`src/rtl/ofm_write_controller_if.sv`:
```
// Result stream (valid/ready) and output-buffer write port of the OFM write controller.
interface ofm_write_controller_if #(
  parameter int DATA_W = 16,
  parameter int ADDR_W = 16
);
  logic                  res_valid;
  logic [DATA_W-1:0]     res_data;
  logic                  res_ready;
  logic                  out_hold;
  logic                  out_ena;
  logic [DATA_W/8-1:0]   out_wea;
  logic [ADDR_W-1:0]     out_addr;
  logic [DATA_W-1:0]     out_din;

  modport master (
    output res_valid, res_data, out_hold,
    input  res_ready, out_ena, out_wea, out_addr, out_din
  );

  modport slave (
    input  res_valid, res_data, out_hold,
    output res_ready, out_ena, out_wea, out_addr, out_din
  );
endinterface

```
`src/rtl/ofm_write_controller.sv`:
```
// Buffers PE results in a 2-entry FIFO and writes them to the output buffer in c/r/m raster order.
// Optional RELU_EN macro fuses a ReLU on the write data with no added latency.
module ofm_write_controller #(
  parameter int DATA_W      = 16,
  parameter int ADDR_W      = 16,
  parameter int OUT_SIZE    = 28,
  parameter int OUT_CHANNEL = 6,
  parameter int ROW_STRIDE  = 28,
  parameter int CH_STRIDE   = 784
) (
  input  logic                   clock,
  input  logic                   rst_n,
  input  logic                   start,
  ofm_write_controller_if.slave  bus,
  output logic                   busy,
  output logic                   done
);

  localparam int TOTAL = OUT_SIZE * OUT_SIZE * OUT_CHANNEL;
  localparam int ACC_W = $clog2(TOTAL + 1);
  localparam int C_W   = (OUT_SIZE > 1) ? $clog2(OUT_SIZE) : 1;
  localparam int M_W   = $clog2(OUT_CHANNEL + 1);
  localparam int BE_W  = DATA_W / 8;

  typedef enum logic [1:0] {S_IDLE, S_RUN, S_DONE} state_e;

  state_e              state_q, state_d;
  logic [DATA_W-1:0]   mem_q [2];
  logic [DATA_W-1:0]   mem_d [2];
  logic                wr_ptr_q, wr_ptr_d;
  logic                rd_ptr_q, rd_ptr_d;
  logic [1:0]          count_q, count_d;
  logic [ACC_W-1:0]    acc_q, acc_d;
  logic [C_W-1:0]      c_q, c_d;
  logic [C_W-1:0]      r_q, r_d;
  logic [M_W-1:0]      m_q, m_d;
  logic [ADDR_W-1:0]   row_base_q, row_base_d;
  logic [ADDR_W-1:0]   ch_base_q, ch_base_d;
  logic                out_ena_q, out_ena_d;
  logic [BE_W-1:0]     out_wea_q, out_wea_d;
  logic [ADDR_W-1:0]   out_addr_q, out_addr_d;
  logic [DATA_W-1:0]   out_din_q, out_din_d;

  logic                res_ready_c;
  logic                push, pop;
  logic                c_last, r_last, m_last;
  logic [DATA_W-1:0]   head;

  assign res_ready_c = (state_q == S_RUN) && (count_q != 2'd2) && (acc_q < ACC_W'(TOTAL));
  assign push        = bus.res_valid && res_ready_c;
  assign pop         = (state_q == S_RUN) && (count_q != 2'd0) && !bus.out_hold;
  assign head        = mem_q[rd_ptr_q];
  assign c_last      = (c_q == C_W'(OUT_SIZE - 1));
  assign r_last      = (r_q == C_W'(OUT_SIZE - 1));
  assign m_last      = (m_q == M_W'(OUT_CHANNEL - 1));

  // NOTE: every signal written here gets a default first, so no path can infer a latch.
  always_comb begin
    state_d    = state_q;
    mem_d      = mem_q;
    wr_ptr_d   = wr_ptr_q;
    rd_ptr_d   = rd_ptr_q;
    acc_d      = acc_q;
    c_d        = c_q;
    r_d        = r_q;
    m_d        = m_q;
    row_base_d = row_base_q;
    ch_base_d  = ch_base_q;
    out_ena_d  = 1'b0;
    out_wea_d  = '0;
    out_addr_d = out_addr_q;
    out_din_d  = out_din_q;

    if (push) begin
      mem_d[wr_ptr_q] = bus.res_data;
      wr_ptr_d        = ~wr_ptr_q;
      acc_d           = acc_q + ACC_W'(1);
    end

    if (pop) begin
      rd_ptr_d   = ~rd_ptr_q;
      out_ena_d  = 1'b1;
      out_wea_d  = '1;
      out_addr_d = ch_base_q + row_base_q + ADDR_W'(c_q);
`ifdef RELU_EN
      out_din_d  = head[DATA_W-1] ? '0 : head;
`else
      out_din_d  = head;
`endif
      if (c_last) begin
        c_d = '0;
        if (r_last) begin
          r_d        = '0;
          row_base_d = '0;
          m_d        = m_q + M_W'(1);
          ch_base_d  = ch_base_q + ADDR_W'(CH_STRIDE);
          if (m_last) state_d = S_DONE;
        end else begin
          r_d        = r_q + C_W'(1);
          row_base_d = row_base_q + ADDR_W'(ROW_STRIDE);
        end
      end else begin
        c_d = c_q + C_W'(1);
      end
    end

    unique case ({push, pop})
      2'b10:   count_d = count_q + 2'd1;
      2'b01:   count_d = count_q - 2'd1;
      default: count_d = count_q;
    endcase

    // A new layer restarts the raster walk; start during RUN falls through untouched.
    if ((state_q != S_RUN) && start) begin
      state_d    = S_RUN;
      acc_d      = '0;
      c_d        = '0;
      r_d        = '0;
      m_d        = '0;
      row_base_d = '0;
      ch_base_d  = '0;
    end
  end

  // NOTE: sequential state uses non-blocking assignments so all flops update from pre-edge values.
  always_ff @(posedge clock) begin
    if (!rst_n) begin
      state_q    <= S_IDLE;
      wr_ptr_q   <= 1'b0;
      rd_ptr_q   <= 1'b0;
      count_q    <= '0;
      acc_q      <= '0;
      c_q        <= '0;
      r_q        <= '0;
      m_q        <= '0;
      row_base_q <= '0;
      ch_base_q  <= '0;
      out_ena_q  <= 1'b0;
      out_wea_q  <= '0;
      out_addr_q <= '0;
      out_din_q  <= '0;
    end else begin
      state_q    <= state_d;
      wr_ptr_q   <= wr_ptr_d;
      rd_ptr_q   <= rd_ptr_d;
      count_q    <= count_d;
      acc_q      <= acc_d;
      c_q        <= c_d;
      r_q        <= r_d;
      m_q        <= m_d;
      row_base_q <= row_base_d;
      ch_base_q  <= ch_base_d;
      out_ena_q  <= out_ena_d;
      out_wea_q  <= out_wea_d;
      out_addr_q <= out_addr_d;
      out_din_q  <= out_din_d;
    end
  end

  // NOTE: FIFO storage is not reset; a zero count already marks every entry invalid.
  always_ff @(posedge clock) begin
    mem_q <= mem_d;
  end

  assign bus.res_ready = res_ready_c;
  assign bus.out_ena   = out_ena_q;
  assign bus.out_wea   = out_wea_q;
  assign bus.out_addr  = out_addr_q;
  assign bus.out_din   = out_din_q;
  assign busy          = (state_q == S_RUN);
  assign done          = (state_q == S_DONE);

endmodule
```
`src/flat_wrapper.sv`:
```
// flat-port wrapper written by rule: the top's interface ports become plain ports
module ofm_write_controller_flat 
#(
  parameter int DATA_W      = 16,
  parameter int ADDR_W      = 16,
  parameter int OUT_SIZE    = 28,
  parameter int OUT_CHANNEL = 6,
  parameter int ROW_STRIDE  = 28,
  parameter int CH_STRIDE   = 784
)
  (clock, rst_n, start, busy, done, bus_res_valid, bus_res_data, bus_out_hold, bus_res_ready, bus_out_ena, bus_out_wea, bus_out_addr, bus_out_din);
  ofm_write_controller_if #(.DATA_W(DATA_W), .ADDR_W(ADDR_W)) bus_i ();
  input  logic clock;
  input  logic rst_n;
  input  logic start;
  output logic busy;
  output logic done;
  input wire logic [$bits(bus_i.res_valid)-1:0] bus_res_valid;
  input wire logic [$bits(bus_i.res_data)-1:0] bus_res_data;
  input wire logic [$bits(bus_i.out_hold)-1:0] bus_out_hold;
  output wire logic [$bits(bus_i.res_ready)-1:0] bus_res_ready;
  output wire logic [$bits(bus_i.out_ena)-1:0] bus_out_ena;
  output wire logic [$bits(bus_i.out_wea)-1:0] bus_out_wea;
  output wire logic [$bits(bus_i.out_addr)-1:0] bus_out_addr;
  output wire logic [$bits(bus_i.out_din)-1:0] bus_out_din;
  assign bus_i.res_valid = bus_res_valid;
  assign bus_i.res_data = bus_res_data;
  assign bus_i.out_hold = bus_out_hold;
  assign bus_res_ready = bus_i.res_ready;
  assign bus_out_ena = bus_i.out_ena;
  assign bus_out_wea = bus_i.out_wea;
  assign bus_out_addr = bus_i.out_addr;
  assign bus_out_din = bus_i.out_din;
  ofm_write_controller #(.DATA_W(DATA_W), .ADDR_W(ADDR_W), .OUT_SIZE(OUT_SIZE), .OUT_CHANNEL(OUT_CHANNEL), .ROW_STRIDE(ROW_STRIDE), .CH_STRIDE(CH_STRIDE)) u_core (.clock(clock), .rst_n(rst_n), .start(start), .bus(bus_i), .busy(busy), .done(done));
endmodule
```
`config.mk`:
```
export PLATFORM = sky130hd
export DESIGN_NAME = ofm_write_controller_flat
export DESIGN_NICKNAME = d
export VERILOG_FILES = /design/src/rtl/ofm_write_controller_if.sv /design/src/rtl/ofm_write_controller.sv /design/src/flat_wrapper.sv
export SDC_FILE = /design/constraint.sdc
export NUM_CORES = 1
export LEC_CHECK = 0
export BUFFER_PORTS_ARGS = -buffer_cell sky130_fd_sc_hd__buf_2
export CORE_MARGIN = 2
export CORE_UTILIZATION = 35
export DETAILED_ROUTE_END_ITERATION = 12
export HOLD_SLACK_MARGIN = 0.08
export SYNTH_ARGS = -nofsm -noshare
export SYNTH_HDL_FRONTEND = slang
export SYNTH_SLANG_ARGS = --single-unit
```
`constraint.sdc`:
```
create_clock -name clock -period 3.6 [get_ports clock]
set_input_delay 0.36 -clock clock [delete_from_list [all_inputs] [get_ports clock]]
set_output_delay 0.36 -clock clock [all_outputs]
set_load 0.005 [all_outputs]
```
==> flow_metrics.tcl, run 1 <==
set metrics [dict create \
    initial_antenna_violation_count 0 \
    post_synth_xor_area_fraction 0.0780 \
    power.share.sequential 0.446 \
    internal_power_contribution_mw 2.56 \
    finalCritPeriodShare 0.868 \
    ios 59 \
    clock_latency_ns 0.41 \
    final-max-slew-violation-count 0 \
    post-route-min-period_ns 3.12 \
    route.detailed.drc 0 \
    r2r_setup_slack_ns 0.48 \
    std_cell_rows 46 \
    cts_root_buffer "sky130_fd_sc_hd__clkbuf_16" \
    post_drt_wl_per_cell_microns 13.5 \
    worstReg2RegEnd "u_core.bus.out_addr[11]$_SDFFE_PN0P_" \
    synth-simple-area-share 0.169 \
    synth_enable_flop_cells 32 \
    viasPerCell 4.97 \
    synth_cell_types 53 \
    max_slew.worst_pin.slew_ns 1.09 \
    synthesis.instances 564 \
    final_critical_path_setup_slack_ns 0.476 \
    synth_compound_gate_area_share 0.120 \
    cts_hold_buf 0 \
    power-per-cell-area_nw_per_um2 476 \
    start_util 0.359 \
    clock_tree.buffer_depth 2 \
    worst_hold_slack_ns 0.136 \
    synth_ff_type "sky130_fd_sc_hd__dfxtp_1" \
    ratio_of_cells_with_drive_above_1_in_the_final_layout 0.171 \
    ys_seq_area_frac 0.486 \
    worstPathMaxFanout 5 \
    worst_hold_path.endpoint "u_core.mem_q[30]$_DFFE_PP_" \
    drt_first_pass_iters 4 \
    dpl-instance-area_sq_um 6230 \
    timing.critical_path.cells "inv_1 -> fa_1 -> inv_1 -> ha_1 -> and3_1 -> a221oi_1 -> o22ai_1 -> o21ai_0 -> mux2_2 -> o21ai_0" \
    multi_input_area_sq_um 2770 \
    max_cap_violations 0 \
    grt_first_pass_wirelength_microns 19500 \
    chipWidth_microns 132 \
    synth_adder_area_share 0.0778 \
    arrival_time_at_the_worst_endpoint_ns 3.45 \
    detailed_place_hpwl_microns 8200 \
    yosys_register_bits 123 \
    synthArstFlopShare 0 \
    switching_power_mw 0.688 \
    synthesis.area_sq_um 5720 \
    nets 680 \
    cts_buffers 17 \
    syn-num-nets 620 \
    routabilityCongestion 0.823 \
    cellLeakagePower_nw 2.93 \
    worst-endpoint-required_ns 3.93 \
    routed-via-count 4236 \
    achievable-frequency_ghz 0.320 \
    max-vdd-ir-drop_mv 0.319 \
    timing.rr.start "u_core.ch_base_q[4]$_SDFFE_PP0P_" \
    setup.worst_path.end_class "flip-flop" \
    final_tns_setup_ns 0 \
    synth_area_per_cell_sq_um 10.1 \
    delay_of_the_slowest_cell_on_the_worst_path_ns 0.54 \
    die_area_sq_um 17400 \
    detail-route-antenna-nets 0 \
    yosysWarningCount 0 \
    grt_remaining_overflow 0 \
    grt_use_total 0.137 \
    drt_first_iter_violations 215 \
    tritoncts "yes" \
    worstRegToRegCells 10 \
    run_status "complete, no violations" \
    fillerInstances 1545 \
    cts.sink_count 123 \
    muxShareOfSynthArea 0.0389 \
    number_of_h_tree_levels 4 \
    sequential_cell_area_sq_um 2780 \
    worstHoldPathType "in2reg" \
    pin_count_of_the_biggest_net_entering_global_routing 32 \
    grt_pass1_vias 4125 \
    stdcell_count 853 \
    coreArea_sq_um 15900 \
    power.share.clock 0.524 \
    clock_pin_slew_of_the_registers_on_the_worst_case_setup_and_hold_paths_ns 0.06 \
    finalCoreUtilization 0.428 \
    die_h_microns 132 \
    hold_viol 0 \
    share_comb_of_total_power 0.030 \
    p_total_mw 3.25 \
    critPathSlowestCell "sky130_fd_sc_hd__fa_1" \
    yosys.cell_count.top_type "sky130_fd_sc_hd__dfxtp_1" \
    synthTopCellsByCount "91 x sky130_fd_sc_hd__dfxtp_1, 62 x sky130_fd_sc_hd__nand2_1, 50 x sky130_fd_sc_hd__nor2_1" \
    ys_top_cells_by_area "sky130_fd_sc_hd__dfxtp_1 32%, sky130_fd_sc_hd__edfxtp_1 17%, sky130_fd_sc_hd__ha_1 7.4%" \
    wl_microns 11600 \
    grt_setup_unrepaired "no" \
    power_switching_share 0.212 \
    netlist.top_cell.by_area "sky130_fd_sc_hd__dfxtp_1" \
    min_path_cells 1 \
    area_growth_pct 19.3 \
    post_cts.repair.setup_buffers 0 \
    buffer_ports.inserted 58 \
    layout.cell_area.non_filler_sq_um 6830 \
    post_cts.resized_instances 0 \
    hold_start "bus_res_data[14]" \
    max_slew_margin 0.273 \
    dpl_worst_slack_ns 0.544 \
    synth_top_family_by_area "simple AND/OR/NAND/NOR gates" \
    diodes 0 \
    numPlacedInstances 821 \
    synth_top_area_share 0.318 \
    setup-violations-final 0 \
    setup.worst_path.class "reg2reg" \
    fin_skew_ns 0.0119 \
    worstSetupStartpointType "flip-flop" \
]
[power groups by stage]
| stage | registers (mW) | logic [mW] | clock network, mW |
|---|---|---|---|
| floorplan | 1.48 | 0.0621 | 0 |
| global placement | 1.48 | 0.0963 | 0 |
| detailed placement | 1.48 | 0.0996 | 0 |
| CTS | 1.45 | 0.0999 | 1.73 |
| global route | 1.45 | 0.110 | 1.80 |
| finish | 1.45 | 0.0983 | 1.70 |
[layout make-up]
cell class	count	share of cell area
multi-input cells	401	0.406
well taps	216	0.0396
inverters	15	0.00824
flip-flops and latches	123	0.407
repair buffers	66	0.0513
clock inverters	15	0.0255
clock buffers	17	0.0623
[cells in the final DEF, fill, tap and decap left out, types with 8 or more instances in the layout]
cell / n
sky130_fd_sc_hd__clkbuf_16: 17
sky130_fd_sc_hd__nand3_1: 22
sky130_fd_sc_hd__buf_4: 8
sky130_fd_sc_hd__o21ai_0: 19
sky130_fd_sc_hd__a21boi_0: 11
sky130_fd_sc_hd__buf_2: 58
sky130_fd_sc_hd__ha_1: 34
sky130_fd_sc_hd__xnor2_1: 25
sky130_fd_sc_hd__o211a_1: 17
sky130_fd_sc_hd__nand2_1: 62
sky130_fd_sc_hd__mux2i_1: 20
sky130_fd_sc_hd__xor2_1: 26
sky130_fd_sc_hd__inv_1: 14
sky130_fd_sc_hd__dfxtp_1: 91
sky130_fd_sc_hd__nor2_1: 50
sky130_fd_sc_hd__nand4_1: 12
sky130_fd_sc_hd__edfxtp_1: 32
sky130_fd_sc_hd__a21oi_1: 17
[critical path, delay by kind of cell (launching register included)]
kind	cells	cell delay, ns
compound gates	4	1.07
fa+ha+maj	2	0.88
buf+inv	2	0.13
flops	1	0.41
mux	1	0.36
simple gates	1	0.20
[metal layers]
metal  global-route usage  vias to the layer above  wire length, microns
met5                    0                        -                     0
met4               0.0550                        0                   127
met3               0.0338                        9                   394
met2                0.231                       66                  5620
met1                0.167                     2046                  5420
li1                     -                     2115                     -
[worst max path at each step]
stage / slack [ns] / cells past startpoint / startpoint / to
final: 0.48 / 10 / u_core.ch_base_q[4]$_SDFFE_PP0P_ / u_core.bus.out_addr[11]$_SDFFE_PN0P_
after global routing: 0.33 / 10 / u_core.ch_base_q[4]$_SDFFE_PP0P_ / u_core.bus.out_addr[11]$_SDFFE_PN0P_
after CTS: 0.51 / 10 / u_core.ch_base_q[4]$_SDFFE_PP0P_ / u_core.bus.out_addr[11]$_SDFFE_PN0P_
after detailed placement: 0.54 / 10 / u_core.ch_base_q[4]$_SDFFE_PP0P_ / u_core.bus.out_addr[11]$_SDFFE_PN0P_
after global placement: 0.64 / 10 / u_core.ch_base_q[4]$_SDFFE_PP0P_ / u_core.bus.out_addr[11]$_SDFFE_PN0P_
after floorplan: 0.81 / 10 / u_core.ch_base_q[4]$_SDFFE_PP0P_ / u_core.bus.out_addr[11]$_SDFFE_PN0P_
[flip-flops by register name (all words and copies together), names as in the netlist, 3 cells and up]
register             flops
u_core.mem_q            32
u_core.bus.out_addr     16
u_core.bus.out_din      16
u_core.row_base_q       14
u_core.acc_q            13
u_core.ch_base_q        12
u_core.c_q               5
u_core.r_q               5
u_core.m_q               3
[kinds of logic after synthesis]
group,Yosys count
and+or+nand+nor,198
DFF,123
AOI/OAI and AO/OA,94
xor gates and xnor gates,51
buffers and inverters,40
adders and majority gates,35
muxes,22
other,1
Note: power is estimated with default switching activity, not from simulation.
==> run 2, diff against run 1 <==
--- a/config.mk
+++ b/config.mk
@@ -10,6 +10,7 @@
 export CORE_UTILIZATION = 35
 export DETAILED_ROUTE_END_ITERATION = 12
 export HOLD_SLACK_MARGIN = 0.08
+export REMOVE_ABC_BUFFERS = 1
 export SYNTH_ARGS = -nofsm -noshare
 export SYNTH_HDL_FRONTEND = slang
 export SYNTH_SLANG_ARGS = --single-unit
==> flow_metrics.tcl, run 2 (synthesis results as in run 1) <==
set metrics [dict create \
    run_status "complete, no violations" \
    clock_pin_slew_of_the_registers_on_the_worst_case_setup_and_hold_paths_ns 0.06 \
    finalCritPeriodShare 0.898 \
    fin_skew_ns 0.0128 \
    cellLeakagePower_nw 2.94 \
    max_slew.worst_pin.slew_ns 1.05 \
    ios 59 \
    post_cts.resized_instances 0 \
    chipWidth_microns 132 \
    worst_hold_path.endpoint "u_core.mem_q[25]$_DFFE_PP_" \
    post_cts.repair.setup_buffers 0 \
    r2r_setup_slack_ns 0.37 \
    worst-endpoint-required_ns 3.91 \
    start_util 0.359 \
    number_of_h_tree_levels 4 \
    setup-violations-final 0 \
    diodes 0 \
    cts_root_buffer "sky130_fd_sc_hd__clkbuf_16" \
    worstRegToRegCells 10 \
    nets 680 \
    arrival_time_at_the_worst_endpoint_ns 3.54 \
    clock_tree.buffer_depth 2 \
    grt_use_total 0.142 \
    cts_buffers 17 \
    pin_count_of_the_biggest_net_entering_global_routing 53 \
    detail-route-antenna-nets 0 \
    post_drt_wl_per_cell_microns 13.8 \
    min_path_cells 1 \
    buffer_ports.inserted 58 \
    fillerInstances 1542 \
    die_h_microns 132 \
    cts.sink_count 123 \
    max_cap_violations 0 \
    hold_viol 0 \
    routed-via-count 4251 \
    route.detailed.drc 0 \
    ratio_of_cells_with_drive_above_1_in_the_final_layout 0.170 \
    initial_antenna_violation_count 0 \
    worstSetupStartpointType "flip-flop" \
    finalCoreUtilization 0.428 \
    clock_latency_ns 0.41 \
    commonest_cells_after_routing_fill_and_taps_aside "91 x sky130_fd_sc_hd__dfxtp_1, 62 x sky130_fd_sc_hd__nand2_1, 58 x sky130_fd_sc_hd__buf_2" \
    drt_first_pass_iters 4 \
    routabilityCongestion 0.814 \
    largest_register_ffs 32 \
    hold_start "bus_res_data[9]" \
    final-max-slew-violation-count 0 \
    max-vdd-ir-drop_mv 0.382 \
    die_area_sq_um 17400 \
    max_slew_margin 0.298 \
    cts_hold_buf 0 \
    area_growth_pct 19.1 \
    viasPerCell 4.98 \
    timing.rr.start "u_core.ch_base_q[4]$_SDFFE_PP0P_" \
    mostFrequentLayoutCell "sky130_fd_sc_hd__dfxtp_1" \
    tritoncts "yes" \
    grt_remaining_overflow 0 \
    achievable-frequency_ghz 0.309 \
    worstPathMaxFanout 5 \
    detailed_place_hpwl_microns 8260 \
    post-route-min-period_ns 3.23 \
    max_flop_register "u_core.mem_q" \
    grt_setup_unrepaired "no" \
    std_cell_rows 46 \
    setup.worst_path.class "reg2reg" \
    power-per-cell-area_nw_per_um2 474 \
    worst_hold_slack_ns 0.137 \
    setup.worst_path.end_class "flip-flop" \
    drt_first_iter_violations 180 \
    worstReg2RegEnd "u_core.bus.out_addr[11]$_SDFFE_PN0P_" \
    grt_first_pass_wirelength_microns 20400 \
    worstHoldPathType "in2reg" \
    final_tns_setup_ns 0 \
    grt_pass1_vias 4273 \
    coreArea_sq_um 15900 \
    wl_microns 11800 \
]
## run 2: changes by cell type in the layout (fill, tap and decap cells not counted), sizes merged
cell | previous run | this run
bufinv | 3 | 2
clkbuf | 17 | 18
clkinv | 6 | 5
clkinvlp | 4 | 1
inv | 17 | 21
## run 2: area by class of cell
class | instances | area [sq um] | share of cell area
timing repair buffer | 66 | 350 | 0.0514
clock buffer | 18 | 429 | 0.0629
clock inverter | 14 | 161 | 0.0237
inverter | 15 | 56.3 | 0.00826
sequential | 123 | 2780 | 0.408
multi-input combinational | 401 | 2770 | 0.406
tap | 216 | 270 | 0.0396
## run 2: worst max-delay path, stage by stage, from the launching register on
cell	delay (ns)
sky130_fd_sc_hd__dfxtp_1	0.42
sky130_fd_sc_hd__inv_1	0.09
sky130_fd_sc_hd__fa_1	0.54
sky130_fd_sc_hd__inv_1	0.05
sky130_fd_sc_hd__ha_1	0.34
sky130_fd_sc_hd__and3_1	0.20
sky130_fd_sc_hd__a221oi_1	0.50
sky130_fd_sc_hd__o22ai_1	0.22
sky130_fd_sc_hd__o21ai_0	0.24
sky130_fd_sc_hd__mux2_2	0.36
sky130_fd_sc_hd__o21ai_0	0.20
## run 2: metrics by stage
stage	instance area [sq um]	total power [mW]	std cells	setup slack, ns
floorplan	5610	1.53	539	0.810
global placement	6230	1.58	821	0.608
detailed placement	6230	1.58	821	0.494
CTS	6820	3.27	853	0.382
global route	6820	3.36	853	0.191
finish	6820	3.23	853	0.368
## run 2: how the worst max path moves through the flow
stage                                                      end                              from
final                     u_core.bus.out_addr[11]$_SDFFE_PN0P_  u_core.ch_base_q[4]$_SDFFE_PP0P_
after global routing      u_core.bus.out_addr[11]$_SDFFE_PN0P_  u_core.ch_base_q[4]$_SDFFE_PP0P_
after CTS                 u_core.bus.out_addr[11]$_SDFFE_PN0P_  u_core.ch_base_q[4]$_SDFFE_PP0P_
after detailed placement  u_core.bus.out_addr[11]$_SDFFE_PN0P_  u_core.ch_base_q[4]$_SDFFE_PP0P_
after global placement    u_core.bus.out_addr[11]$_SDFFE_PN0P_  u_core.ch_base_q[4]$_SDFFE_PP0P_
after floorplan           u_core.bus.out_addr[11]$_SDFFE_PN0P_  u_core.ch_base_q[4]$_SDFFE_PP0P_
## run 2: report_power, final
group          switching (mW)  internal, mW
registers              0.0110          1.44
logic                  0.0616        0.0384
clock network           0.649          1.04
## run 2: per-layer routing
layer / GRT usage / share of wire
met1: 0.176 / 0.47
met2: 0.237 / 0.48
met3: 0.0388 / 0.037
met4: 0.0477 / 0.015
met5: 0 / 0
==> run 3, diff against run 2 <==
==> constraint.sdc (replaced) <==
create_clock -name clock -period 2.7 [get_ports clock]
set_input_delay 0.27 -clock clock [delete_from_list [all_inputs] [get_ports clock]]
set_output_delay 0.27 -clock clock [all_outputs]
set_load 0.005 [all_outputs]
==> flow_metrics.tcl, run 3 (synthesis results as in run 1) <==
set metrics [dict create \
    run_status "complete, no violations" \
    dpl_worst_slack_ns -0.0236 \
    arrival_time_at_the_worst_endpoint_ns 2.91 \
    max-vdd-ir-drop_mv 0.478 \
    achievable-frequency_ghz 0.390 \
    diodes 0 \
    delay_of_the_slowest_cell_on_the_worst_path_ns 0.42 \
    buffer_ports.inserted 58 \
    drt_first_pass_iters 4 \
    max_cap_violations 0 \
    hold_viol 0 \
    max_slew.worst_pin.slew_ns 0.696 \
    start_util 0.359 \
    timing.critical_path.cells "inv_1 -> fa_1 -> inv_1 -> ha_1 -> a21o_1 -> a221oi_2 -> buf_4 -> o22ai_1 -> o21ai_1 -> mux2_2 -> o21ai_2" \
    final-max-slew-violation-count 0 \
    detailed_place_hpwl_microns 8390 \
    grt_remaining_overflow 0 \
    setup-violations-final 0 \
    final_critical_path_setup_slack_ns 0.135 \
    worst_hold_slack_ns 0.239 \
    largest_register_ffs 32 \
    detail-route-antenna-nets 0 \
    dpl-instance-area_sq_um 6310 \
    fillerInstances 1529 \
    stdcell_count 881 \
    final_tns_setup_ns 0 \
    setup.worst_path.end_class "flip-flop" \
    fin_skew_ns 0.0114 \
    commonest_cells_after_routing_fill_and_taps_aside "91 x sky130_fd_sc_hd__dfxtp_1, 62 x sky130_fd_sc_hd__nand2_1, 58 x sky130_fd_sc_hd__buf_2" \
    sequential_cell_area_sq_um 2780 \
    viasPerCell 4.94 \
    clock_pin_slew_of_the_registers_on_the_worst_case_setup_and_hold_paths_ns 0.07 \
    cell_mode_on_critical_path "sky130_fd_sc_hd__inv_1" \
    mostFrequentLayoutCell "sky130_fd_sc_hd__dfxtp_1" \
    number_of_h_tree_levels 4 \
    worstPathMaxFanout 4 \
    power_switching_share 0.246 \
    share_comb_of_total_power 0.036 \
    power-per-cell-area_nw_per_um2 601 \
    ios 59 \
    std_cell_rows 46 \
    clock_latency_ns 0.42 \
    cts_buffers 17 \
    chipWidth_microns 132 \
    finalCritPeriodShare 0.950 \
    coreArea_sq_um 15900 \
    cts.sink_count 123 \
    internal_power_contribution_mw 3.21 \
    nets 708 \
    initial_antenna_violation_count 0 \
    grt_first_pass_wirelength_microns 21000 \
    worstHoldPathType "in2reg" \
    power.share.clock 0.510 \
    multi_input_area_sq_um 2800 \
    routabilityCongestion 0.825 \
    die_h_microns 132 \
    worstSetupStartpointType "flip-flop" \
    grt_use_total 0.148 \
    setup.worst_path.class "reg2reg" \
    ratio_of_cells_with_drive_above_1_in_the_final_layout 0.191 \
    route.detailed.drc 0 \
    grt_pass1_vias 4422 \
    tritoncts "yes" \
    routed-via-count 4349 \
    cellLeakagePower_nw 3.05 \
    wl_microns 12000 \
    layout.cell_area.non_filler_sq_um 7080 \
    area_growth_pct 23.7 \
    die_area_sq_um 17400 \
    grt_setup_unrepaired "no" \
    max_slew_margin 0.534 \
    max_flop_register "u_core.mem_q" \
    power.share.sequential 0.453 \
    post_drt_wl_per_cell_microns 13.6 \
    critPathSlowestCell "sky130_fd_sc_hd__fa_1" \
    post-route-min-period_ns 2.57 \
    switching_power_mw 1.05 \
    numPlacedInstances 832 \
    worst-endpoint-required_ns 3.04 \
    drt_first_iter_violations 146 \
    pin_count_of_the_biggest_net_entering_global_routing 53 \
    clock_tree.buffer_depth 2 \
    cts_root_buffer "sky130_fd_sc_hd__clkbuf_16" \
]
==> run 3: cell count changes in the layout (fill, tap and decap cells not counted), moves of 2 or more <==
| cell | previous run | this run |
|---|---|---|
| sky130_fd_sc_hd__inv_8 | 1 | 6 |
| sky130_fd_sc_hd__o21ai_0 | 19 | 15 |
| sky130_fd_sc_hd__o21ai_1 | 0 | 3 |
| sky130_fd_sc_hd__bufinv_16 | 2 | 0 |
| sky130_fd_sc_hd__clkinvlp_4 | 1 | 3 |
| sky130_fd_sc_hd__dlygate4sd3_1 | 0 | 16 |
| sky130_fd_sc_hd__buf_4 | 8 | 20 |
| sky130_fd_sc_hd__clkinv_4 | 4 | 0 |
==> run 3: final cells by class <==
cell class / count / area share
Clock buffer: 17 / 0.0601
Tap cell: 216 / 0.0382
Sequential cell: 123 / 0.393
Multi-Input combinational cell: 401 / 0.396
Clock inverter: 15 / 0.0201
Inverter: 15 / 0.00795
Timing Repair Buffer: 94 / 0.0848
==> run 3: layer usage <==
metal  share of wire  track usage  vias to the layer above
li1                -            -                     2181
met1            0.46        0.174                     2073
met2            0.48        0.247                       74
met3           0.039       0.0438                       21
met4           0.023       0.0700                        0
met5               0            0                        -
==> run 3: worst paths after layout <==
path         slack (ns)  cells past startpoint                                    to                                start
max reg2reg        0.13                     11  u_core.bus.out_addr[11]$_SDFFE_PN0P_     u_core.ch_base_q[4]$_SDFFE_PP0P_
min                0.24                      3        u_core.state_q[0]$_SDFFE_PN0P_                                start
max                0.13                     11  u_core.bus.out_addr[11]$_SDFFE_PN0P_     u_core.ch_base_q[4]$_SDFFE_PP0P_
min reg2reg        0.46                      2   u_core.bus.out_addr[8]$_SDFFE_PN0P_  u_core.bus.out_addr[8]$_SDFFE_PN0P_
==> run 3: repair_timing <==
| item | 4_1_cts | 5_1_grt |
|---|---|---|
| gates resized for setup | 2 | 7 |
| gates cloned | 0 | 0 |
| setup endpoints to repair | 1 | 3 |
| hold buffers | 16 | 0 |
| setup buffers | 0 | 1 |
| hold endpoints to repair | 32 | 0 |
| pin swaps | 0 | 2 |
==> run 3: critical path, delay by kind of cell, from the launching register on <==
| kind | cells | cell delay [ns] |
|---|---|---|
| DFF | 1 | 0.32 |
| adders and majority gates | 2 | 0.68 |
| AOI/OAI and AO/OA | 5 | 0.86 |
| buffers and inverters | 3 | 0.28 |
| muxes | 1 | 0.35 |
==> run 3: stage by stage <==
stage               power, mW   util
floorplan                2.04      -
CTS                      4.30  0.442
detailed placement       2.11  0.396
global placement         2.10  0.396
global route             4.41  0.444
finish                   4.26  0.444
==> run 3: power by group through the flow <==
stage / clock network, mW / registers [mW] / logic (mW)
after floorplan: 0 / 1.97 / 0.0652
after global placement: 0 / 1.97 / 0.134
after detailed placement: 0 / 1.97 / 0.138
after CTS: 2.22 / 1.93 / 0.158
after global routing: 2.31 / 1.93 / 0.173
final: 2.17 / 1.93 / 0.155
